[src/rtl/vga_plot_arbiter.sv]
// Round-robin arbiter sharing one VGA adapter write port among four drawing engines.
// Optional owner pre-emption after MAX_HOLD cycles: define VGA_PLOT_ARB_TIMEOUT_EN.
module vga_plot_arbiter #(
  parameter int unsigned MAX_HOLD = 1024
) (
  input  logic        clock,
  input  logic        reset,
  input  logic [3:0]  req,
  input  logic [31:0] in_x,
  input  logic [27:0] in_y,
  input  logic [11:0] in_colour,
  input  logic [3:0]  in_plot,
  output logic [3:0]  grant,
  output logic [7:0]  out_x,
  output logic [6:0]  out_y,
  output logic [2:0]  out_colour,
  output logic        plot,
  output logic        busy,
  output logic        timeout
);

  typedef enum logic {
    IDLE,
    OWNED
  } state_t;

  state_t      state_q, state_d;
  logic [3:0]  grant_q, grant_d;
  logic [1:0]  last_q, last_d;
  logic [7:0]  x_q;
  logic [6:0]  y_q;
  logic [2:0]  colour_q;
  logic        plot_q;

  logic [1:0]  own_idx;
  logic [7:0]  own_x;
  logic [6:0]  own_y;
  logic [2:0]  own_colour;
  logic        own_plot;
  logic [1:0]  pick_idx;
  logic [1:0]  cand;
  logic        pick_found;

  // Legal range is 2..65535; an out-of-range value shows up as this block in the hierarchy.
  if (MAX_HOLD < 2 || MAX_HOLD > 65535) begin : g_max_hold_out_of_range
  end

  // Owner fields selected by the one-hot grant register.
  always_comb begin
    own_idx    = '0;
    own_x      = '0;
    own_y      = '0;
    own_colour = '0;
    own_plot   = 1'b0;
    for (int unsigned i = 0; i < 4; i++) begin
      if (grant_q[i]) begin
        own_idx    = 2'(i);
        own_x      = in_x[8*i +: 8];
        own_y      = in_y[7*i +: 7];
        own_colour = in_colour[3*i +: 3];
        own_plot   = in_plot[i];
      end
    end
  end

  // Scan from last+1 upward; the 2-bit add wraps, so k=4 lands back on last.
  always_comb begin
    pick_idx   = last_q;
    pick_found = 1'b0;
    cand       = '0;
    for (int unsigned k = 1; k <= 4; k++) begin
      cand = last_q + 2'(k);
      if (!pick_found && req[cand]) begin
        pick_found = 1'b1;
        pick_idx   = cand;
      end
    end
  end

`ifdef VGA_PLOT_ARB_TIMEOUT_EN
  logic [15:0] hold_cnt_q, hold_cnt_d;
  logic        timeout_q, timeout_d;
`endif

  always_comb begin
    state_d = state_q;
    grant_d = grant_q;
    last_d  = last_q;
`ifdef VGA_PLOT_ARB_TIMEOUT_EN
    hold_cnt_d = hold_cnt_q;
    timeout_d  = 1'b0;
`endif
    unique case (state_q)
      IDLE: begin
        if (pick_found) begin
          grant_d = 4'b0001 << pick_idx;
          state_d = OWNED;
`ifdef VGA_PLOT_ARB_TIMEOUT_EN
          hold_cnt_d = '0;
`endif
        end
      end
      OWNED: begin
        if (!req[own_idx]) begin
          grant_d = '0;
          last_d  = own_idx;
          state_d = IDLE;
        end else begin
`ifdef VGA_PLOT_ARB_TIMEOUT_EN
          if (hold_cnt_q == 16'(MAX_HOLD - 1)) begin
            grant_d   = '0;
            last_d    = own_idx;
            state_d   = IDLE;
            timeout_d = 1'b1;
          end else begin
            hold_cnt_d = hold_cnt_q + 16'd1;
          end
`endif
        end
      end
      default: state_d = IDLE;
    endcase
  end

  always_ff @(posedge clock) begin
    if (reset) begin
      state_q  <= IDLE;
      grant_q  <= '0;
      last_q   <= 2'd3;
      x_q      <= '0;
      y_q      <= '0;
      colour_q <= '0;
      plot_q   <= 1'b0;
    end else begin
      state_q <= state_d;
      grant_q <= grant_d;
      last_q  <= last_d;
      plot_q  <= (|grant_q) & own_plot;
      if (|grant_q) begin
        x_q      <= own_x;
        y_q      <= own_y;
        colour_q <= own_colour;
      end
    end
  end

`ifdef VGA_PLOT_ARB_TIMEOUT_EN
  always_ff @(posedge clock) begin
    if (reset) begin
      hold_cnt_q <= '0;
      timeout_q  <= 1'b0;
    end else begin
      hold_cnt_q <= hold_cnt_d;
      timeout_q  <= timeout_d;
    end
  end

  assign timeout = timeout_q;
`else
  assign timeout = 1'b0;
`endif

  assign grant      = grant_q;
  assign busy       = |grant_q;
  assign out_x      = x_q;
  assign out_y      = y_q;
  assign out_colour = colour_q;
  assign plot       = plot_q;

endmodule

[config.mk]
export PLATFORM = sky130hd
export DESIGN_NAME = vga_plot_arbiter
export DESIGN_NICKNAME = d
export VERILOG_FILES = /design/src/rtl/vga_plot_arbiter.sv
export SDC_FILE = /design/constraint.sdc
export NUM_CORES = 1
export LEC_CHECK = 0
export BUFFER_PORTS_ARGS = -buffer_cell sky130_fd_sc_hd__buf_2
export CAP_MARGIN = 20
export CORE_UTILIZATION = 42
export CTS_CLUSTER_SIZE = 12
export DETAILED_ROUTE_END_ITERATION = 7
export MAX_ROUTING_LAYER = met4
export PLACE_DENSITY = 0.79
export SKIP_LAST_GASP = 1
export SLEW_MARGIN = 10
export SYNTH_ARGS = -nofsm -noshare
export SYNTH_HDL_FRONTEND = slang
export SYNTH_SLANG_ARGS = --single-unit
[constraint.sdc]
create_clock -name clock -period 1.6 [get_ports clock]
set_input_delay 0.32 -clock clock [delete_from_list [all_inputs] [get_ports clock]]
set_output_delay 0.32 -clock clock [all_outputs]
set_load 0.02 [all_outputs]
==> key figures, run 1 <==
Clock network
  – Root buffer cell: clkbuf_8
  – H-Tree Depth: 1
  – Clk buf depth: 2
  – Reg clk slew, reported paths: 0.09 ns
  – Clk_lat worst skew: 0.27 ns
  – Hold Buf Count CTS: 0
  – Clk sinks: 26
  – CTS tree: built
  – Num CTS Buffers: 3

Yosys
  – Post-synth top area share: 31.1%
  – Netlist cell types: 36
  – Seq cells post-synth: 26
  – Commonest cells in the netlist: 26 x dfxtp_1, 24 x nor2_1, 23 x o21ai_0, 22 x nand2_1, 19 x a22oi_1
  – Post-Synthesis Cells: 212
  – Sequential share of the synthesized area: 31.1%
  – Count leader, synth: dfxtp_1
  – Top FF cell, synth: dfxtp_1
  – Synth area leader: dfxtp_1
  – EDFF count, synth: 0
  – Netlist Area Pre-Place: 1670 um^2
  – Syn Area/Cell: 7.88 um^2
  – Syn nets: 294
  – Syn. warnings: 0
  – Post-synthesis async set-or-reset flop share: 0%
  – Top cells by area, synth: dfxtp_1 31%, a22oi_1 8.5%, a311oi_2 8.1%

Routing
  – DR vias/cell: 5.41
  – ANT nets after route: 0
  – Per-cell routed wire length: 13.6 um
  – # DRC: 0
  – Detailed Routing Iterations Pass 1: 4
  – 1st-iter DRT viols: 156
  – Via Count: 1987
  – Final wirelength: 4990 um

Power
  – Power density over the cells: 935 nW/um^2
  – Pleak: 1.04 nW
  – Max VDD drop: 0.451 mV

GRT
  – Initial antenna violation count: 0
  – Total gr overflow: 0
  – First-pass GRT wire length: 7830 um
  – Vias in the first global route: 1782
  – Largest net degree at the start of global routing: 33
  – Total GRT Usage: 24.0%

Setup path
  – Max stage delay on crit path: 0.38 ns
  – CP arrival: 1.25 ns
  – CP top delay family: flip-flops
  – Stages on the worst setup path: 4
  – Reg2Reg Launch Point: grant[2]
  – Setup CP Type: flip-flop to primary output
  – Crit start category: flip-flop
  – Reg2reg path depth: 5
  – WP buf/inv: 2
  – Critical Path Source: grant[2]
  – Slowest stage cell, crit path: dfxtp_4
  – Cell Chain, Critical Path: buf_12, nor3_4, nand2_2, buf_6
  – Setup crit end kind: primary output
  – Worst Path Required: 1.28 ns
  – Crit Path Max Fanout: 6

Finish
  – Share of cells above drive strength 1: 43.9%
  – Fill cells: 355
  – Non-Filler Instances: 367
  – Synthesis-to-layout area growth: 44.0%
  – N_diodes: 0
  – Post-layout nets: 402
  – Register area: 524 um^2
  – Final Instance Area: 2410 um^2
  – Area of the multi-input gates: 1040 um^2
  – Final core utilization: 64.3%

Timing
  – Unrepaired setup endpoints after global routing: true
  – Clock skew: 0.00751 ns
  – Setup TNS: 0 ns
  – Crit share post-route: 98.1%
  – Hold Slack: 0.283 ns
  – Setup violations, final: 0
  – Fin. Hold Viols: 0
  – Max Slew Vio Count: 0
  – Maximum clock frequency: 637 MHz
  – Minimum clock period: 1.57 ns

Status
  – Status: finished, final reports clean

Place
  – Final GP Congestion: 0.879
  – DP Area: 2270 um^2
  – Port Buf Inserts: 105
  – Number of cells after detailed placement: 358
  – DP HPWL: 3750 um

Floorplanning
  – Die W: 65.1 um
  – Initial cell density of the core: 44.7%
  – Core Rows: 22
  – Area of the die: 4240 um^2
  – Die Span Y: 65.1 um
  – Core area: 3740 um^2
  – I/O pins: 107

Worst hold path
  – Worst hold path type: input port to flip-flop
  – Hold depth: 3
  – Worst hold start: in_plot[3]

Flow run
  – Maxcap violations: 0
per-layer routing:
layer  vias to the layer above  share of wire [%]  GRT usage, %
li1                        994                  -             -
met1                       912                 44          29.9
met2                        71                 49          40.5
met3                        10                5.3          2.46
met4                         0                2.0          7.61
met5                         -                  0             -
timing repair:
action | in CTS | in global routing
gates resized for setup | 0 | 4
pin swaps | 1 | 2
gates cloned | 0 | 1
endpoints found under the setup margin | 1 | 1
hold endpoints to repair | 0 | 0
buffers inserted | 0 | 4
layout by cell type (no fill, tap or decap):
cell	netlist	layout
nand3b_1	2	2
nand2_2	1	1
nor4_1	1	1
a211oi_2	1	1
dfxtp_1	26	25
o21ai_0	23	23
nor3_4	1	1
or2_1	1	1
nor2_1	24	24
nand2b_1	3	3
o311ai_0	1	1
o32ai_1	1	1
dfxtp_4	0	1
buf_6	1	1
nor3_1	3	3
a221o_1	1	1
a31oi_1	2	2
nand3_1	2	2
a311oi_1	9	9
a311oi_2	9	9
mux2i_1	3	3
a22oi_1	19	19
nor2b_1	3	3
buf_4	5	14
and2_1	2	2
or2_0	18	18
buf_12	0	2
nand2_1	22	22
clkbuf_8	0	3
inv_1	2	2
conb_1	1	1
bufinv_16	0	1
buf_2	3	104
and2b_1	1	1
nor3b_1	1	1
clkbuf_16	0	1
o31ai_1	1	1
o2111ai_1	2	2
a21oi_1	6	6
inv_2	1	1
registers in the layout (all words and copies together) (netlist names):
signal      flops
last_q          2
out_colour      3
out_y           7
grant           4
state_q         1
out_x           8
plot            1
logic make-up (layout without fill, tap and decap cells):
| kind of cell | Yosys count | after routing | synth area share (%) |
|---|---|---|---|
| AND/OR/NAND/NOR | 85 | 85 | 25.5 |
| AO/OA/AOI/OAI | 75 | 75 | 34.7 |
| flip-flops | 26 | 26 | 31.1 |
| buffers and inverters | 22 | 129 | 6.74 |
| multiplexers | 3 | 3 | 1.80 |
| other | 1 | 1 | 0.224 |
path summary, 6_finish.rpt:
kind	to	slack, ns
worst min register to register	out_colour[1]	0.50
worst max register to register	out_x[1]	0.13
worst max-delay path	busy	0.03
worst min-delay path	plot	0.28
tightest hold or removal path, cell delays in order:
cell      delay (ns)
buf_2           0.07
nand3b_1        0.06
o31ai_1         0.06
layout make-up:
cell class | count | area share [%]
inverter | 3 | 0.468
tap | 48 | 2.49
clock inverter | 1 | 1.25
clock buffer | 3 | 1.72
multi-input combinational | 164 | 43.1
sequential | 26 | 21.8
timing repair buffer | 122 | 29.2
power by group:
group	switching, W	total, W	internal, W
logic	0.000499	0.000885	0.000386
registers	0.0000702	0.000823	0.000753
clock network	0.000209	0.000543	0.000334
total	0.000778	0.00225	0.00147
metrics by stage:
stage | setup slack [ns] | total power, W
2_1_floorplan | 0.0541 | 0.00138
3_3_place_gp | 0.178 | 0.00168
3_5_place_dp | 0.144 | 0.00170
4_1_cts | 0.00246 | 0.00224
5_1_grt | -0.0278 | 0.00238
6_report | 0.0297 | 0.00225
No activity file was read; power rests on OpenSTA's default activity.
==> inputs of run 2 (changes only) <==
--- a/config.mk
+++ b/config.mk
@@ -5,13 +5,13 @@
 export SDC_FILE = /design/constraint.sdc
 export NUM_CORES = 1
 export LEC_CHECK = 0
-export BUFFER_PORTS_ARGS = -buffer_cell sky130_fd_sc_hd__buf_2
 export CAP_MARGIN = 20
-export CORE_UTILIZATION = 42
+export CORE_UTILIZATION = 55
 export CTS_CLUSTER_SIZE = 12
 export DETAILED_ROUTE_END_ITERATION = 7
+export DONT_BUFFER_PORTS = 1
 export MAX_ROUTING_LAYER = met4
-export PLACE_DENSITY = 0.79
+export PLACE_DENSITY = 0.7
 export SKIP_LAST_GASP = 1
 export SLEW_MARGIN = 10
 export SYNTH_ARGS = -nofsm -noshare
==> run 2 against run 1 <==
  * The run now ends with DRC left
  * Highest routed layer is now met3
  * Via count decreased by 19%
  * Design area decreased by 25%
  * Global-route usage increased by 2.0 points
  * Critical path depth decreased by 1
  * Sequential power increased by 15%
  * Combinational power decreased by 38%
  * First-iteration DRC count decreased by 31%
  * Clock power decreased by 16%
  * Maximum frequency increased by 3.4%
  * Count of clock-buffer cells in the layout unchanged
==> key figures, run 2 (same netlist as run 1, synthesis figures left out) <==
Status
  – Status: complete, but fails checks
  – Failing checks: DRC

Power
  – Max VDD drop: 0.444 mV
  – Combinational power share: 28.1%
  – Register share of total power: 48.5%
  – Clock power frac: 23.4%
  – Sw Pwr: 0.000697 W
  – Pleak: 0.571 nW
  – Power density over the cells: 1080 nW/um^2
  – Sw Share: 35.7%
  – Pint: 0.00125 W

Place
  – Final GP Congestion: 0.810
  – Port Buf Inserts: 0
  – Setup WS pre-CTS: 0.118 ns
  – DP HPWL: 2980 um

Floorplanning
  – Area of the die: 3260 um^2
  – Die W: 57.1 um
  – Core area: 2830 um^2
  – Die Span Y: 57.1 um
  – Initial cell density of the core: 59.1%
  – Core Rows: 19
  – I/O pins: 107

GRT
  – Largest net degree at the start of global routing: 31
  – Total GRT Usage: 25.9%
  – Vias in the first global route: 1472
  – Initial antenna violation count: 0
  – Total gr overflow: 0
  – First-pass GRT wire length: 6630 um

Finish
  – Synthesis-to-layout area growth: 8.16%
  – N_diodes: 0
  – Final core utilization: 63.9%
  – Share of cells above drive strength 1: 15.0%
  – Post-layout nets: 296
  – Fill cells: 268
  – Max FFs per register: 8
  – Most frequent cells in the layout: 25 x dfxtp_1, 24 x nor2_1, 23 x o21ai_0, 22 x nand2_1, 19 x a22oi_1
  – Commonest non-fill, non-tap cell in the layout: dfxtp_1

Routing
  – ANT nets after route: 0
  – Via Count: 1608
  – # DRC: 18
  – Per-cell routed wire length: 16.9 um
  – DR vias/cell: 6.59
  – Final wirelength: 4130 um
  – Detailed Routing Iterations Pass 1: 6
  – 1st-iter DRT viols: 107

Clock network
  – Clk_lat worst skew: 0.32 ns
  – Num CTS Buffers: 3
  – CTS tree: built
  – H-Tree Depth: 1
  – Reg clk slew, reported paths: 0.15 ns
  – Root buffer cell: clkbuf_4
  – Clk sinks: 26
  – Clk buf depth: 2

Setup path
  – Worst Path Required: 1.28 ns
  – Reg-to-reg slack, setup: 0.13 ns
  – Max stage delay on crit path: 0.37 ns
  – Slowest stage cell, crit path: dfxtp_2
  – WP buf/inv: 1
  – Cell Chain, Critical Path: buf_12, nor3_4, nand2_4
  – Crit start category: flip-flop
  – Crit Path Max Fanout: 22
  – Setup CP Type: flip-flop to primary output
  – CP arrival: 1.20 ns
  – Setup crit end kind: primary output
  – CP top delay family: flip-flops

Timing
  – Crit share post-route: 94.9%
  – Setup TNS: 0 ns
  – Unrepaired setup endpoints after global routing: false
  – Fin. Hold Viols: 0
  – Max Slew Vio Count: 0
  – Maximum clock frequency: 658 MHz
  – Minimum clock period: 1.52 ns
  – Setup WS post-layout: 0.0812 ns
  – Clock skew: 0.00673 ns
  – Setup violations, final: 0

Worst hold path
  – Worst hold path type: input port to flip-flop

Flow run
  – Maxcap violations: 0
-- run 2: cell types whose count changed in the layout (fill, tap and decap cells not counted) --
cell and delta:
dfxtp_4 -1, clkbuf_16 -1, buf_12 -1, dfxtp_2 +1, buf_4 -3, dlygate4sd3_1 +2, clkbuf_8 -3, clkbuf_4 +3
nand2_4 +1, buf_2 -104
-- run 2: final timing paths --
kind	startpoint	to	cells after the start
hold / removal	reset	out_x[1]	1
hold reg to reg	state_q	grant[2]	2
setup / recovery	grant[2]	busy	3
setup reg to reg	grant[2]	last_q[1]	5
-- run 2: what timing repair did --
action | CTS | global route
setup endpoints to repair | 1 | 9
resized for setup | 1 | 2
pin swaps | 2 | 0
hold endpoints to repair | 0 | 2
hold buffers | 0 | 2
setup buffers | 2 | 0
cloned | 1 | 0
-- run 2: power by group through the flow --
| stage | combinational (W) | clock [W] | sequential [W] |
|---|---|---|---|
| final | 0.000547 | 0.000456 | 0.000946 |
| after global routing | 0.000618 | 0.000497 | 0.000961 |
| after CTS | 0.000538 | 0.000467 | 0.000947 |
| after detailed placement | 0.000515 | 0 | 0.000963 |
| after global placement | 0.000500 | 0 | 0.000958 |
| after floorplan | 0.000439 | 0 | 0.000944 |
-- run 2: layout make-up --
type | instances | area, um^2 | area share [%]
tap | 31 | 38.8 | 2.15
inverter | 3 | 11.3 | 0.623
clock inverter | 1 | 30.0 | 1.66
clock buffer | 3 | 22.5 | 1.25
timing repair buffer | 15 | 134 | 7.40
sequential | 26 | 522 | 28.9
multi-input combinational | 165 | 1050 | 58.1
-- run 2: per-stage QoR --
stage	cell area [um^2]	hold WS, ns	std cells	total power, W
CTS	1780	0.0218	242	0.00195
floorplan	1670	0.461	212	0.00138
finish	1810	0.0337	244	0.00195
global placement	1700	0.391	235	0.00146
global route	1810	0.000990	244	0.00208
detailed placement	1700	0.392	235	0.00148
-- run 2: worst register-to-register path, delay by kind of cell, from the launching register on --
kind	cells	cell delay, ns
AO/OA/AOI/OAI	1	0.10
flip-flops	1	0.39
AND/OR/NAND/NOR	2	0.50
multiplexers	1	0.23
buffers and inverters	1	0.18
-- run 2: routing by layer --
layer	share of wire, %	global-route usage (%)	vias to the layer above
li1	-	-	779
met1	40	30.8	736
met2	50	47.4	93
met3	9.6	3.40	0
met4	0	4.18	0
met5	0	-	-
